## config.mk

```make
export PLATFORM = sky130hd
export DESIGN_NAME = battle_turn_ctrl
export DESIGN_NICKNAME = d
export VERILOG_FILES = /design/src/rtl/battle_pkg.sv /design/src/rtl/battle_lfsr.sv /design/src/rtl/move_mux.sv /design/src/rtl/battle_turn_ctrl.sv
export SDC_FILE = /design/constraint.sdc
export NUM_CORES = 1
export LEC_CHECK = 0
export CORE_ASPECT_RATIO = 0.6
export CORE_MARGIN = 3
export CORE_UTILIZATION = 30
export CTS_CLUSTER_DIAMETER = 40
export CTS_CLUSTER_SIZE = 25
export DETAILED_ROUTE_END_ITERATION = 12
export PLACE_DENSITY = 0.58
export SKIP_CTS_REPAIR_TIMING = 1
export SLEW_MARGIN = 20
export SYNTH_ARGS = -nofsm -noshare
export SYNTH_HDL_FRONTEND = slang
export SYNTH_HIERARCHICAL = 1
export SYNTH_SLANG_ARGS = --single-unit
```

## constraint.sdc

```tcl
create_clock -name clk -period 3.4 [get_ports clk]
set_clock_uncertainty 0.05 [all_clocks]
set_input_delay 1.02 -clock clk [delete_from_list [all_inputs] [get_ports clk]]
set_output_delay 1.02 -clock clk [all_outputs]
set_load 0.01 [all_outputs]
```

## src/rtl/battle_pkg.sv

```systemverilog
// battle_pkg: shared types and constants for the battle turn sequencer.
//   - state_e     : turn FSM states
//   - MoveDmg*/MoveAcc* : move-table damage and accuracy per move code
//   - Side*/Win*  : attacker and winner encodings
//   - HpW/DmgW    : HP and damage field widths
package battle_pkg;

    localparam int unsigned HpW   = 8;
    localparam int unsigned DmgW  = 4;
    localparam int unsigned RollW = 4;

    typedef enum logic [2:0] {
        StCollect = 3'd0,
        StRoll1   = 3'd1,
        StApply1  = 3'd2,
        StRoll2   = 3'd3,
        StApply2  = 3'd4,
        StOver    = 3'd5
    } state_e;

    // Move table: damage / accuracy (hit when roll <= accuracy).
    localparam logic [DmgW-1:0]  MoveDmg0 = 4'd1;
    localparam logic [DmgW-1:0]  MoveDmg1 = 4'd3;
    localparam logic [DmgW-1:0]  MoveDmg2 = 4'd5;
    localparam logic [DmgW-1:0]  MoveDmg3 = 4'd9;
    localparam logic [RollW-1:0] MoveAcc0 = 4'd15;
    localparam logic [RollW-1:0] MoveAcc1 = 4'd12;
    localparam logic [RollW-1:0] MoveAcc2 = 4'd10;
    localparam logic [RollW-1:0] MoveAcc3 = 4'd5;

    localparam logic       SideP1  = 1'b0;
    localparam logic       SideP2  = 1'b1;
    localparam logic [1:0] WinNone = 2'b00;
    localparam logic [1:0] WinP1   = 2'b01;
    localparam logic [1:0] WinP2   = 2'b10;

endpackage

```

## src/rtl/battle_lfsr.sv

```systemverilog
// battle_lfsr: 16-bit Galois LFSR (taps 16,14,13,11), advances every cycle.
//   clk    : system clock
//   resetn : synchronous active-low reset, loads SEED
//   rnd    : low bits of the LFSR state used as the random roll
module battle_lfsr
    import battle_pkg::*;
#(
    parameter logic [15:0] SEED = 16'hACE1
) (
    input  logic             clk,
    input  logic             resetn,
    output logic [RollW-1:0] rnd
);

    logic [15:0] lfsr_q, lfsr_d;

    // Right-shifting Galois form; mask 0xB400 realises taps 16,14,13,11.
    always_comb begin
        lfsr_d = {1'b0, lfsr_q[15:1]} ^ (lfsr_q[0] ? 16'hB400 : 16'h0000);
    end

    always_ff @(posedge clk) begin
        if (!resetn) begin
            lfsr_q <= SEED;
        end else begin
            lfsr_q <= lfsr_d;
        end
    end

    assign rnd = lfsr_q[RollW-1:0];

endmodule

```

## src/rtl/move_mux.sv

```systemverilog
// move_mux: combinational move-table lookup.
//   move : 2-bit move code
//   dmg  : damage for that move
//   accu : accuracy threshold for that move
module move_mux
    import battle_pkg::*;
(
    input  logic [1:0]       move,
    output logic [DmgW-1:0]  dmg,
    output logic [RollW-1:0] accu
);

    always_comb begin
        dmg  = MoveDmg0;
        accu = MoveAcc0;
        unique case (move)
            2'b00: begin dmg = MoveDmg0; accu = MoveAcc0; end
            2'b01: begin dmg = MoveDmg1; accu = MoveAcc1; end
            2'b10: begin dmg = MoveDmg2; accu = MoveAcc2; end
            2'b11: begin dmg = MoveDmg3; accu = MoveAcc3; end
            default: begin dmg = MoveDmg0; accu = MoveAcc0; end
        endcase
    end

endmodule

```

## src/rtl/battle_turn_ctrl.sv

```systemverilog
// battle_turn_ctrl: collects one move per player per round, resolves two attacks
// (first attacker alternates each round), applies saturating damage and stops the
// game when a player's HP reaches 0.
//   Inputs : clk, resetn (sync, active-low), p1/p2_move + p1/p2_valid, new_game,
//            roll_force_en/roll_force (test hook overriding the LFSR roll)
//   Outputs: p1/p2_hp, p1/p2_pending, hit_valid pulse with hit/attacker/dmg_dealt,
//            round counter, game_over, winner
module battle_turn_ctrl
    import battle_pkg::*;
#(
    parameter logic [HpW-1:0] START_HP  = 8'd30,
    parameter logic [15:0]    LFSR_SEED = 16'hACE1
) (
    input  logic             clk,
    input  logic             resetn,
    input  logic [1:0]       p1_move,
    input  logic [1:0]       p2_move,
    input  logic             p1_valid,
    input  logic             p2_valid,
    input  logic             new_game,
    input  logic             roll_force_en,
    input  logic [RollW-1:0] roll_force,
    output logic [HpW-1:0]   p1_hp,
    output logic [HpW-1:0]   p2_hp,
    output logic             p1_pending,
    output logic             p2_pending,
    output logic             hit_valid,
    output logic             hit,
    output logic             attacker,
    output logic [DmgW-1:0]  dmg_dealt,
    output logic [7:0]       round,
    output logic             game_over,
    output logic [1:0]       winner
);

    state_e           state_q, state_d;
    logic [HpW-1:0]   p1_hp_q, p1_hp_d, p2_hp_q, p2_hp_d;
    logic [1:0]       p1_mv_q, p1_mv_d, p2_mv_q, p2_mv_d;
    logic             p1_pend_q, p1_pend_d, p2_pend_q, p2_pend_d;
    logic             first_q, first_d;
    logic [RollW-1:0] roll_q, roll_d;
    logic             hit_valid_q, hit_valid_d;
    logic             hit_q, hit_d;
    logic             attacker_q, attacker_d;
    logic [DmgW-1:0]  dmg_q, dmg_d;
    logic [7:0]       round_q, round_d;
    logic             game_over_q, game_over_d;
    logic [1:0]       winner_q, winner_d;

    logic [RollW-1:0] lfsr_rnd;
    logic [DmgW-1:0]  p1_dmg, p2_dmg;
    logic [RollW-1:0] p1_acc, p2_acc;

    battle_lfsr #(
        .SEED (LFSR_SEED)
    ) u_lfsr (
        .clk    (clk),
        .resetn (resetn),
        .rnd    (lfsr_rnd)
    );

    move_mux u_p1_mux (
        .move (p1_mv_q),
        .dmg  (p1_dmg),
        .accu (p1_acc)
    );

    move_mux u_p2_mux (
        .move (p2_mv_q),
        .dmg  (p2_dmg),
        .accu (p2_acc)
    );

    logic             second_half;
    logic             cur_att;
    logic [DmgW-1:0]  att_dmg;
    logic [RollW-1:0] att_acc;
    logic [HpW-1:0]   def_hp;
    logic [HpW-1:0]   dmg_ext;
    logic             hit_now;
    logic             faint;
    logic [HpW-1:0]   def_hp_new;
    logic [DmgW-1:0]  dealt;

    // Attack datapath, shared by both ROLL/APPLY halves of the round.
    always_comb begin
        second_half = (state_q == StRoll2) || (state_q == StApply2);
        cur_att     = second_half ? ~first_q : first_q;
        att_dmg     = (cur_att == SideP2) ? p2_dmg : p1_dmg;
        att_acc     = (cur_att == SideP2) ? p2_acc : p1_acc;
        def_hp      = (cur_att == SideP2) ? p1_hp_q : p2_hp_q;
        dmg_ext     = {{(HpW-DmgW){1'b0}}, att_dmg};
        hit_now     = (roll_q <= att_acc);
        faint       = hit_now && (dmg_ext >= def_hp);
        if (!hit_now) begin
            def_hp_new = def_hp;
            dealt      = '0;
        end else if (faint) begin
            // Defender HP is at most dmg here, so it fits in the damage field.
            def_hp_new = '0;
            dealt      = def_hp[DmgW-1:0];
        end else begin
            def_hp_new = def_hp - dmg_ext;
            dealt      = att_dmg;
        end
    end

    always_comb begin
        state_d     = state_q;
        p1_hp_d     = p1_hp_q;
        p2_hp_d     = p2_hp_q;
        p1_mv_d     = p1_mv_q;
        p2_mv_d     = p2_mv_q;
        p1_pend_d   = p1_pend_q;
        p2_pend_d   = p2_pend_q;
        first_d     = first_q;
        roll_d      = roll_q;
        hit_valid_d = 1'b0;
        hit_d       = hit_q;
        attacker_d  = attacker_q;
        dmg_d       = dmg_q;
        round_d     = round_q;
        game_over_d = game_over_q;
        winner_d    = winner_q;

        if (new_game) begin
            state_d     = StCollect;
            p1_hp_d     = START_HP;
            p2_hp_d     = START_HP;
            p1_pend_d   = 1'b0;
            p2_pend_d   = 1'b0;
            first_d     = SideP1;
            round_d     = '0;
            game_over_d = 1'b0;
            winner_d    = WinNone;
        end else begin
            unique case (state_q)
                StCollect: begin
                    if (p1_valid) begin
                        p1_mv_d   = p1_move;
                        p1_pend_d = 1'b1;
                    end
                    if (p2_valid) begin
                        p2_mv_d   = p2_move;
                        p2_pend_d = 1'b1;
                    end
                    if ((p1_pend_q || p1_valid) && (p2_pend_q || p2_valid)) begin
                        state_d = StRoll1;
                    end
                end
                StRoll1, StRoll2: begin
                    roll_d  = roll_force_en ? roll_force : lfsr_rnd;
                    state_d = (state_q == StRoll1) ? StApply1 : StApply2;
                end
                StApply1, StApply2: begin
                    hit_valid_d = 1'b1;
                    hit_d       = hit_now;
                    attacker_d  = cur_att;
                    dmg_d       = dealt;
                    if (cur_att == SideP2) begin
                        p1_hp_d = def_hp_new;
                    end else begin
                        p2_hp_d = def_hp_new;
                    end
                    if (faint) begin
                        // Remaining attack is skipped; round is not counted.
                        state_d     = StOver;
                        game_over_d = 1'b1;
                        winner_d    = (cur_att == SideP2) ? WinP2 : WinP1;
                    end else if (state_q == StApply1) begin
                        state_d = StRoll2;
                    end else begin
                        state_d   = StCollect;
                        round_d   = (round_q == 8'hFF) ? round_q : round_q + 8'd1;
                        p1_pend_d = 1'b0;
                        p2_pend_d = 1'b0;
                        first_d   = ~first_q;
                    end
                end
                StOver: begin
                    state_d = StOver;
                end
                default: begin
                    state_d = StCollect;
                end
            endcase
        end
    end

    always_ff @(posedge clk) begin
        if (!resetn) begin
            state_q     <= StCollect;
            p1_hp_q     <= START_HP;
            p2_hp_q     <= START_HP;
            p1_mv_q     <= 2'b00;
            p2_mv_q     <= 2'b00;
            p1_pend_q   <= 1'b0;
            p2_pend_q   <= 1'b0;
            first_q     <= SideP1;
            roll_q      <= '0;
            hit_valid_q <= 1'b0;
            hit_q       <= 1'b0;
            attacker_q  <= SideP1;
            dmg_q       <= '0;
            round_q     <= '0;
            game_over_q <= 1'b0;
            winner_q    <= WinNone;
        end else begin
            state_q     <= state_d;
            p1_hp_q     <= p1_hp_d;
            p2_hp_q     <= p2_hp_d;
            p1_mv_q     <= p1_mv_d;
            p2_mv_q     <= p2_mv_d;
            p1_pend_q   <= p1_pend_d;
            p2_pend_q   <= p2_pend_d;
            first_q     <= first_d;
            roll_q      <= roll_d;
            hit_valid_q <= hit_valid_d;
            hit_q       <= hit_d;
            attacker_q  <= attacker_d;
            dmg_q       <= dmg_d;
            round_q     <= round_d;
            game_over_q <= game_over_d;
            winner_q    <= winner_d;
        end
    end

    assign p1_hp      = p1_hp_q;
    assign p2_hp      = p2_hp_q;
    assign p1_pending = p1_pend_q;
    assign p2_pending = p2_pend_q;
    assign hit_valid  = hit_valid_q;
    assign hit        = hit_q;
    assign attacker   = attacker_q;
    assign dmg_dealt  = dmg_q;
    assign round      = round_q;
    assign game_over  = game_over_q;
    assign winner     = winner_q;

endmodule
```

Word-level counts from Yosys, hierarchy flattened
Cells that the tools add are included.
{"block": "op_classes", "add_sub_neg": 2, "order_cmp": 2, "n_eq_ne": 17, "muxes": 27, "bitwise_logic": 8, "reduce_logical": 23}
{"operator": "one-hot mux 4 bit (4 select lines)", "n": 4}
{"operator": "two-way mux 8 bit", "n": 3}
{"operator": "two-way mux 4 bit", "n": 5}
{"operator": "two-way mux 16 bit", "n": 1}
{"operator": "XOR 15 x 16 -> 16 bit", "n": 1}
{"operator": "one-hot mux 3 bit (4 select lines)", "n": 1}
{"operator": "AND reduction 4 bit", "n": 3}
{"operator": "inequality test 2 bit (second input constant)", "n": 5}
{"operator": "AND reduction 2 bit", "n": 5}
{"operator": "two-way mux 3 bit", "n": 3}
{"operator": "AND reduction 3 bit", "n": 3}
{"operator": "adder 8 x 1 -> 8 bit (second input constant)", "n": 1}
{"operator": "equality test 2 bit (second input constant)", "n": 4}
{"operator": "equality test 8 bit (second input constant)", "n": 1}
{"operator": "greater-or-equal comparator 4 x 8 -> 1 bit", "n": 1}
{"operator": "subtractor 8 x 4 -> 8 bit", "n": 1}
{"operator": "inverter 1 bit", "n": 7}
{"operator": "equality test 3 x 2 -> 1 bit (second input constant)", "n": 2}
{"operator": "equality test 3 bit (second input constant)", "n": 2}
{"operator": "two-way mux 1 bit", "n": 6}
{"operator": "OR reduction 2 bit", "n": 3}
{"operator": "equality test 2 x 1 -> 1 bit (second input constant)", "n": 2}
{"operator": "<= comparator 4 bit", "n": 1}
{"operator": "zero test 2 bit", "n": 2}
{"operator": "other kinds (7)", "n": 12}
{"block": "word_totals", "regBits": 64, "input_bits": 14, "output_inout_bits": 36, "wordCells": 96}

Logic depth before layout (Yosys ltp)
Gate-level depths: netlist (run 1).
{"block": "depth", "word_depth": 8, "mapped_depth": 16, "mapped_depth_nobuf": 13}

Hierarchy
The synthesis (run 1) kept the hierarchy.
{"mod": "battle_turn_ctrl", "instances": 1, "cells_per_inst": 344, "area_per_inst_um2": 2935.3, "seq_area_each_um2": 960.9}
{"mod": "battle_lfsr", "instances": 1, "cells_per_inst": 40, "area_per_inst_um2": 483.0, "seq_area_each_um2": 320.3}
{"mod": "move_mux", "instances": 2, "cells_per_inst": 14, "area_per_inst_um2": 111.4, "seq_area_each_um2": 0.0}

Least setup slack after synthesis (run 1)
Ideal clock, no wire load.
{"block": "synth_path", "path_kind": "register -> register", "startpoint": "register state_q[2]", "endpoint": "register round_q[4], in the netlist round[4]", "setup_time_ns": 0.134, "t_arrival_ns": 3.457, "required_ns": 3.216, "setup_slack_ns": -0.241, "stages_incl_launch_ff": 16, "n_path_buf": 2, "period_less_slack_ns": 3.641, "cell_sequence": "dfxtp_1 > buf_4 > nor3b_4 > nor3_2 > nor2_1 > mux2i_1 > inv_1 > fa_1 > nor2b_1 > o21ai_0 > a21oi_1 > a211oi_2 > and3_4 > buf_6 > o41ai_1 > a21oi_1"}
{"block": "synth_between", "elab_chain_len": 8, "word_cells_on_any_way": 15, "cone_classes": "order compare: 2; eq/ne: 3; mux: 4; bitwise: 2; reduce/logical: 4"}
{"element": "start: declaration", "line": "battle_turn_ctrl.sv:36", "text": "state_e state_q, state_d;"}
{"element": "start signal: assignment", "line": "battle_turn_ctrl.sv:192", "text": "state_q <= StCollect;"}
{"element": "start signal: assignment", "line": "battle_turn_ctrl.sv:209", "text": "state_q <= state_d;"}
{"element": "equality test 3 x 2 -> 1 bit / equality test 3 bit (equally long branches)", "line": "battle_turn_ctrl.sv:87, battle_turn_ctrl.sv:137"}
{"element": "logical OR 1 bit", "line": "battle_turn_ctrl.sv:87", "text": "second_half = (state_q == StRoll2) || (state_q == StApply2);"}
{"element": "two-way mux 1 bit", "line": "battle_turn_ctrl.sv:88", "text": "cur_att = second_half ? ~first_q : first_q;"}
{"element": "two-way mux 4 bit (tied with other cells)", "line": "battle_turn_ctrl.sv:89", "text": "att_dmg = (cur_att == SideP2) ? p2_dmg : p1_dmg;"}
{"element": "greater-or-equal comparator 4 x 8 -> 1 bit / <= comparator 4 bit (equally long branches)", "line": "battle_turn_ctrl.sv:94, battle_turn_ctrl.sv:93"}
{"element": "logical AND 1 bit", "line": "battle_turn_ctrl.sv:94", "text": "faint = hit_now && (dmg_ext >= def_hp);"}
{"element": "inverter 1 bit (no source line)"}
{"element": "AND reduction 4 bit (no source line) (*)"}
{"element": "end signal: assignment", "line": "battle_turn_ctrl.sv:222", "text": "round_q <= round_d;"}
{"element": "end: declaration", "line": "battle_turn_ctrl.sv:46", "text": "logic [7:0] round_q, round_d;"}
Mark *: on every way between the ends. The rest lies on a longest branch, timed or not.
A chain may end at the register's enable or synchronous reset.

Final worst setup path (run 1)
{"block": "layout_path", "startpoint": "register state_q[0]", "endpoint": "register round_q[4], in the netlist round[4]"}
Same word-level chain as after synthesis.

==> results of run 1 <==
## per-stage QoR
step           cells  instance area (µm²)  setup TNS [ns]  power [mW]  setup WS [ns]
2_1_floorplan    412                 3650               0       0.881         0.0123
3_3_place_gp     629                 4440               0       0.927         0.0652
3_5_place_dp     629                 4440          -0.630       0.931        -0.0891
4_1_cts          645                 4740           -1.01        1.88         -0.104
5_1_grt          657                 5160           -1.42        1.94         -0.185
6_report         657                 5160         -0.0786        1.88        -0.0591
## power by group
group | total, mW | leakage [nW] | switching (mW) | internal, mW
clock network | 0.946 | 0.143 | 0.371 | 0.575
registers | 0.782 | 0.524 | 0.0133 | 0.769
logic | 0.151 | 1.32 | 0.0749 | 0.0765
total | 1.88 | 1.98 | 0.459 | 1.42
## path summary, 6_finish.rpt
| path | start | slack [ns] | depth (start not counted) | endpoint |
|---|---|---|---|---|
| worst min register to register | u_lfsr/lfsr_q[7] | 0.36 | 1 | u_lfsr/lfsr_q[6] |
| worst max-delay path | state_q[0] | -0.06 | 14 | round[4] |
| worst max register to register | state_q[0] | -0.06 | 14 | round[4] |
| worst min-delay path | u_lfsr/lfsr_q[7] | 0.36 | 1 | u_lfsr/lfsr_q[6] |
## state kept, by name (all words and copies together), names as in the netlist, 2 cells and up
signal         flops
dmg_dealt          4
p1_hp              8
p1_mv_q            2
p2_hp              8
p2_mv_q            2
roll_q             4
round              8
state_q            3
u_lfsr/lfsr_q     16
winner             2
## cells by family after synthesis
family / Yosys count
xor+xnor: 4
mux: 21
fa+ha+maj: 22
simple gates: 153
buf+inv: 47
compound gates: 99
flops: 64
other cells: 2
## per-layer routing
metal  vias up  global-route usage, %
met1      1598                   21.2
li1       1635                      -
met4         0                   4.38
met3        11                   4.09
met2       103                   21.1
met5         -                      0
## cells in the mapped netlist (4+ instances only)
cell,count
sky130_fd_sc_hd__nor2_1,25
sky130_fd_sc_hd__nand3b_1,5
sky130_fd_sc_hd__and2_1,11
sky130_fd_sc_hd__nor3_1,11
sky130_fd_sc_hd__a31oi_1,10
sky130_fd_sc_hd__o21ai_1,5
sky130_fd_sc_hd__nor2b_1,10
sky130_fd_sc_hd__dfxtp_1,64
sky130_fd_sc_hd__and3_1,4
sky130_fd_sc_hd__nand2_1,24
sky130_fd_sc_hd__o21a_1,4
sky130_fd_sc_hd__clkbuf_1,10
sky130_fd_sc_hd__nand4_1,5
sky130_fd_sc_hd__a21oi_1,25
sky130_fd_sc_hd__o211a_1,6
sky130_fd_sc_hd__o21ai_0,17
sky130_fd_sc_hd__mux2i_1,17
sky130_fd_sc_hd__nand3_1,16
sky130_fd_sc_hd__nand2b_1,13
sky130_fd_sc_hd__mux2_2,4
sky130_fd_sc_hd__o41ai_1,5
sky130_fd_sc_hd__inv_1,19
sky130_fd_sc_hd__or3_1,7
sky130_fd_sc_hd__buf_6,5
sky130_fd_sc_hd__ha_1,21
sky130_fd_sc_hd__buf_4,8
## cell type report
| class | instances | share of cell area, % |
|---|---|---|
| clock inverter | 7 | 1.55 |
| tap | 160 | 3.88 |
| clock buffer | 9 | 4.36 |
| timing repair buffer | 97 | 17.7 |
| sequential | 64 | 25.0 |
| multi-input combinational | 301 | 46.2 |
| inverter | 19 | 1.38 |
## worst max-delay path, cell delays in order (launching register included)
cell                       delay, ns
sky130_fd_sc_hd__dfxtp_4        0.37
sky130_fd_sc_hd__or3b_4         0.42
sky130_fd_sc_hd__a21boi_4       0.19
sky130_fd_sc_hd__nor2_4         0.12
sky130_fd_sc_hd__mux2i_2        0.20
sky130_fd_sc_hd__ha_2           0.21
sky130_fd_sc_hd__fa_2           0.37
sky130_fd_sc_hd__nor2b_4        0.13
sky130_fd_sc_hd__o21ai_2        0.07
sky130_fd_sc_hd__a21oi_2        0.23
sky130_fd_sc_hd__a211oi_4       0.06
sky130_fd_sc_hd__and3_4         0.20
sky130_fd_sc_hd__buf_6          0.13
sky130_fd_sc_hd__o41ai_1        0.48
sky130_fd_sc_hd__a21oi_2        0.09
## placed cells by master, fill, tap and decap left out, types with 9 or more instances in the layout
cell type and instances:
sky130_fd_sc_hd__clkdlybuf4s50_1 49, sky130_fd_sc_hd__nand2_1 24, sky130_fd_sc_hd__nor2_1 23, sky130_fd_sc_hd__ha_1 18, sky130_fd_sc_hd__nand3_1 15, sky130_fd_sc_hd__clkbuf_16 9, sky130_fd_sc_hd__a21oi_1 22, sky130_fd_sc_hd__inv_1 18
sky130_fd_sc_hd__buf_4 36, sky130_fd_sc_hd__nor3_1 10, sky130_fd_sc_hd__mux2i_1 11, sky130_fd_sc_hd__buf_6 9, sky130_fd_sc_hd__nor2b_1 9, sky130_fd_sc_hd__o21ai_0 13, sky130_fd_sc_hd__and2_1 11, sky130_fd_sc_hd__nand2b_1 13
sky130_fd_sc_hd__dfxtp_1 61
==> run metrics, run 1 <==
number of diodes 0; total area of multi-input combinational cells 2380 µm²; Total GRT Usage 14.7%; clock-pin slew of the registers on the worst-case setup and hold paths ~0.06 ns; total leakage power slightly below 2 nW; routed via count 3347; grt total ovfl 0; clock tree from TritonCTS done; proportion of synthesized chip area in sequential cells 35.2%; WL met2 4440 µm; post-synth net total 448; half-perimeter wire length after detailed placement 7440 µm; level count of the clock H-tree 3; worst skew pair latency 0.34 ns; y dimension of the die 91.3 µm; layout cell share with drive strength beyond 1 approximately 25%; count of antenna-violating nets left after detailed routing 0; average footprint of a synthesized cell 8.84 µm²; pins over their slew limit 0; Layout area overhead 41.8%; final setup slack of the worst path -0.0591 ns; worst hold path type reg2reg; area occupied by registers 1290 µm²; number of distinct library cell variants in the gate-level netlist after synthesis 67; Final Hold Viols 0; top-level port count 50; kind of critical path reg2reg; Die Footprint 13500 µm²; final RePlAce weighted congestion between 0.8 and 0.9; first-pass GRT wire length 15900 µm; clock net sink count 64; Least-Margin Pin Slew approximately 0.9 ns; net total in the final layout 528; number of rows created at floorplan 30; combinational family with the most area after synthesis simple AND/OR/NAND/NOR gates; areal power density over the cells between 300 and 400 nW/µm²; metal3 WL between 600 and 700 µm; root buffer cell sky130_fd_sc_hd__clkbuf_16; cell type with the highest aggregate area in the netlist sky130_fd_sc_hd__dfxtp_1; number of fill cells in the layout 1124; arithmetic-cell share of the synthesized area counting full adders, half adders and majority gates around 7.8%; final setup violating endpoints 3; dominant synthesized flop cell sky130_fd_sc_hd__dfxtp_1; area share of and/or/nand/nor cells after synthesis 24.3%; signal arrival time at the worst endpoint 3.62 ns; nature of the critical path startpoint flip-flop; Initial DRT Pass Iterations 5; TritonCTS buffer count 9; initial standard-cell utilization of the core 31.5%; Post-synth EDFFs 0; run status complete, but fails checks; antenna violations before repair 0; Synth Area in XOR/XNOR 0.962%; placeable core region 11600 µm²; final cell utilization of the core 44.7%; worst hold slack after final layout approximately 0.36 ns; violations in the final reports setup timing; Warnings, synthesis 6; largest fanout of any net on the critical path 8; top cells by area, synth sky130_fd_sc_hd__dfxtp_1 35%, sky130_fd_sc_hd__ha_1 7.2%, sky130_fd_sc_hd__mux2i_1 4.7%, sky130_fd_sc_hd__a21oi_1 3.4%, sky130_fd_sc_hd__nor2_1 2.6%; DRC violation count after routing 0; fraction of synthesized area in multiplexers 5.91%; pin count of the biggest net entering global routing 20; vias per inst 5.09; total standard cell area after synthesis between 3000 and 4000 µm²; Routed met1 length 5200 µm; detailed router's first-iteration violation count 213; Yosys reg bits 64; top routing layer in use met4; PortBufs 49; maximum capacitance violations 0; Compound-Gate Fraction of Synth Area 18.8%; deepest clock path buffer count 2; area share of the largest cell type after synthesis between 30% and 40%; post-route clock period utilization 102%; Worst VDD drop 225 µV; die span in x about 150 µm; post-layout min period 3.46 ns; critical path data required time between 3 and 4 ns; number of global-route vias before repair 3084; Max-slew headroom 40.0%; average wire length per cell after detail routing 15.8 µm; cell count after synthesis 412; unrepaired setup endpoints after global routing true; Synth async-reset ratio 0%; maximum clock frequency 289 MHz; type of destination of the critical path flip-flop; final wirelength slightly above 10000 µm
Note: power is estimated with default switching activity, not from simulation.
==> run 2, diff against run 1 <==
- CORE_ASPECT_RATIO: 0.6 -> 1.2
- CORE_MARGIN: 3 -> 1
- SKIP_CTS_REPAIR_TIMING: 1 -> default
==> run metrics, run 2 (same netlist as run 1, synthesis figures left out) <==
number of diodes 0; y dimension of the die 123 µm; half-perimeter wire length after detailed placement around 7000 µm; final RePlAce weighted congestion between 0.8 and 0.9; worst hold stages 1; level count of the clock H-tree 3; root buffer cell sky130_fd_sc_hd__clkbuf_16; final cell area excluding filler cells 5090 µm²; final std cells w/o fill around 650; flip-flop count of the largest register, all copies and words added 16; worst hold slack after final layout 0.358 ns; vias per inst about 5; placeable core region about 12000 µm²; count of antenna-violating nets left after detailed routing 0; total area of multi-input combinational cells roughly 2300 µm²; number of global-route vias before repair 3066; total placed cells including tap cells about 620; clock tree from TritonCTS done; maximum capacitance violations 0; signal arrival time at the worst endpoint roughly 3.7 ns; worst hold path type reg2reg; grt total ovfl 0; Max-slew headroom a little under half; Initial DRT Pass Iterations 4; number of rows created at floorplan 43; critical path data required time about 3.6 ns; Total GRT Usage between 10% and 20%; post-route clock period utilization 101%; CP cell instances or3b_4 > a21boi_4 > nor2_4 > mux2i_2 > ha_2 > fa_2 > nor2b_4 > o21ai_2 > a21oi_2 > a211oi_4 > and3_4 > buf_6 > buf_6 > or3_1 > a21oi_2; clock-pin slew of the registers on the worst-case setup and hold paths 0.06 ns; register ranked first by flip-flop count u_lfsr/lfsr_q; pin count of the biggest net entering global routing 23; post-layout min period 3.43 ns; cell depth of the worst setup path 15; antenna violations before repair 0; net total in the final layout 527; die span in x 103 µm; clock net sink count 64; maximum cell stage delay along the critical path 0.41 ns; area occupied by registers 1290 µm²; top-level port count 50; deepest clock path buffer count 2; largest fanout of any net on the critical path 7; violations in the final reports setup timing; Layout area overhead 39.8%; Post-Route Setup TNS -0.0285 ns; TritonCTS buffer count 9; final cell utilization of the core 43.6%; total cell area at the placement stage ~4400 µm²; PortBufs 49; buffering stage count on the worst path with inverters included 2; layout cell share with drive strength beyond 1 a little under a quarter; pins over their slew limit 0; initial standard-cell utilization of the core 31.2%; final setup slack of the worst path -0.0285 ns; Final Hold Viols 0; unrepaired setup endpoints after global routing true; number of fill cells in the layout 1160; average wire length per cell after detail routing between 10 and 15 µm; run status complete, but fails checks; Worst VDD drop 346 µV; type of destination of the critical path flip-flop; routed via count 3280; maximum clock frequency approximately 290 MHz; nature of the critical path startpoint flip-flop; DRC violation count after routing 0; critical path's top delay family simple AND/OR/NAND/NOR gates; final setup violating endpoints 1; most common cell after layout, fill and taps aside sky130_fd_sc_hd__dfxtp_1; first-pass GRT wire length 14500 µm; worst skew pair latency 0.34 ns; final wirelength 9490 µm; Least-Margin Pin Slew 0.807 ns; kind of critical path reg2reg; most frequent cells in the layout 61 x sky130_fd_sc_hd__dfxtp_1, 49 x sky130_fd_sc_hd__clkdlybuf4s50_1, 38 x sky130_fd_sc_hd__buf_4; total leakage power 2.03 nW; areal power density over the cells roughly 380 nW/µm²; detailed router's first-iteration violation count 136; Die Footprint 12600 µm²; Worst Reg-to-Reg Cells 15; CP max stage cell sky130_fd_sc_hd__fa_2; number of buffers inserted by hold repair at cts 0
## run 2: layout make-up
class / instances / share of cell area, %
clock buffer: 9 / 4.42
clock inverter: 7 / 2.04
inverter: 19 / 1.40
multi-input combinational: 301 / 45.6
sequential: 64 / 25.3
tap: 157 / 3.86
timing repair buffer: 96 / 17.3
## run 2: metrics by stage
| stage | setup WS [ns] | power, mW |
|---|---|---|
| floorplan | 0.0123 | 0.881 |
| global placement | 0.0578 | 0.923 |
| detailed placement | -0.113 | 0.927 |
| CTS | 0.0188 | 1.95 |
| global route | -0.135 | 2.01 |
| finish | -0.0285 | 1.94 |
## run 2: timing repair
action	in CTS	in global routing
pin swaps	2	27
endpoints found under the setup margin	11	26
setup buffers	1	15
gates resized for setup	8	50
## run 2: worst paths after layout
check / start / to / slack [ns]
setup / recovery: state_q[2] / first_q / -0.03
hold / removal: u_lfsr/lfsr_q[7] / u_lfsr/lfsr_q[6] / 0.36
setup reg to reg: state_q[2] / first_q / -0.03
hold reg to reg: u_lfsr/lfsr_q[7] / u_lfsr/lfsr_q[6] / 0.36
## run 2: metal layers
layer	routed length [µm]	global-route usage [%]	up-vias
li1	-	-	1635
met1	4050	18.4	1543
met2	4680	24.6	76
met3	409	3.87	26
met4	352	8.04	0
met5	0	0	-
## run 2: where the power goes
| part | switching (mW) | internal [mW] | leakage [nW] | total (mW) |
|---|---|---|---|---|
| sequential | 0.0133 | 0.769 | 0.524 | 0.782 |
| clock | 0.367 | 0.650 | 0.161 | 1.02 |
| combinational | 0.0683 | 0.0716 | 1.35 | 0.140 |
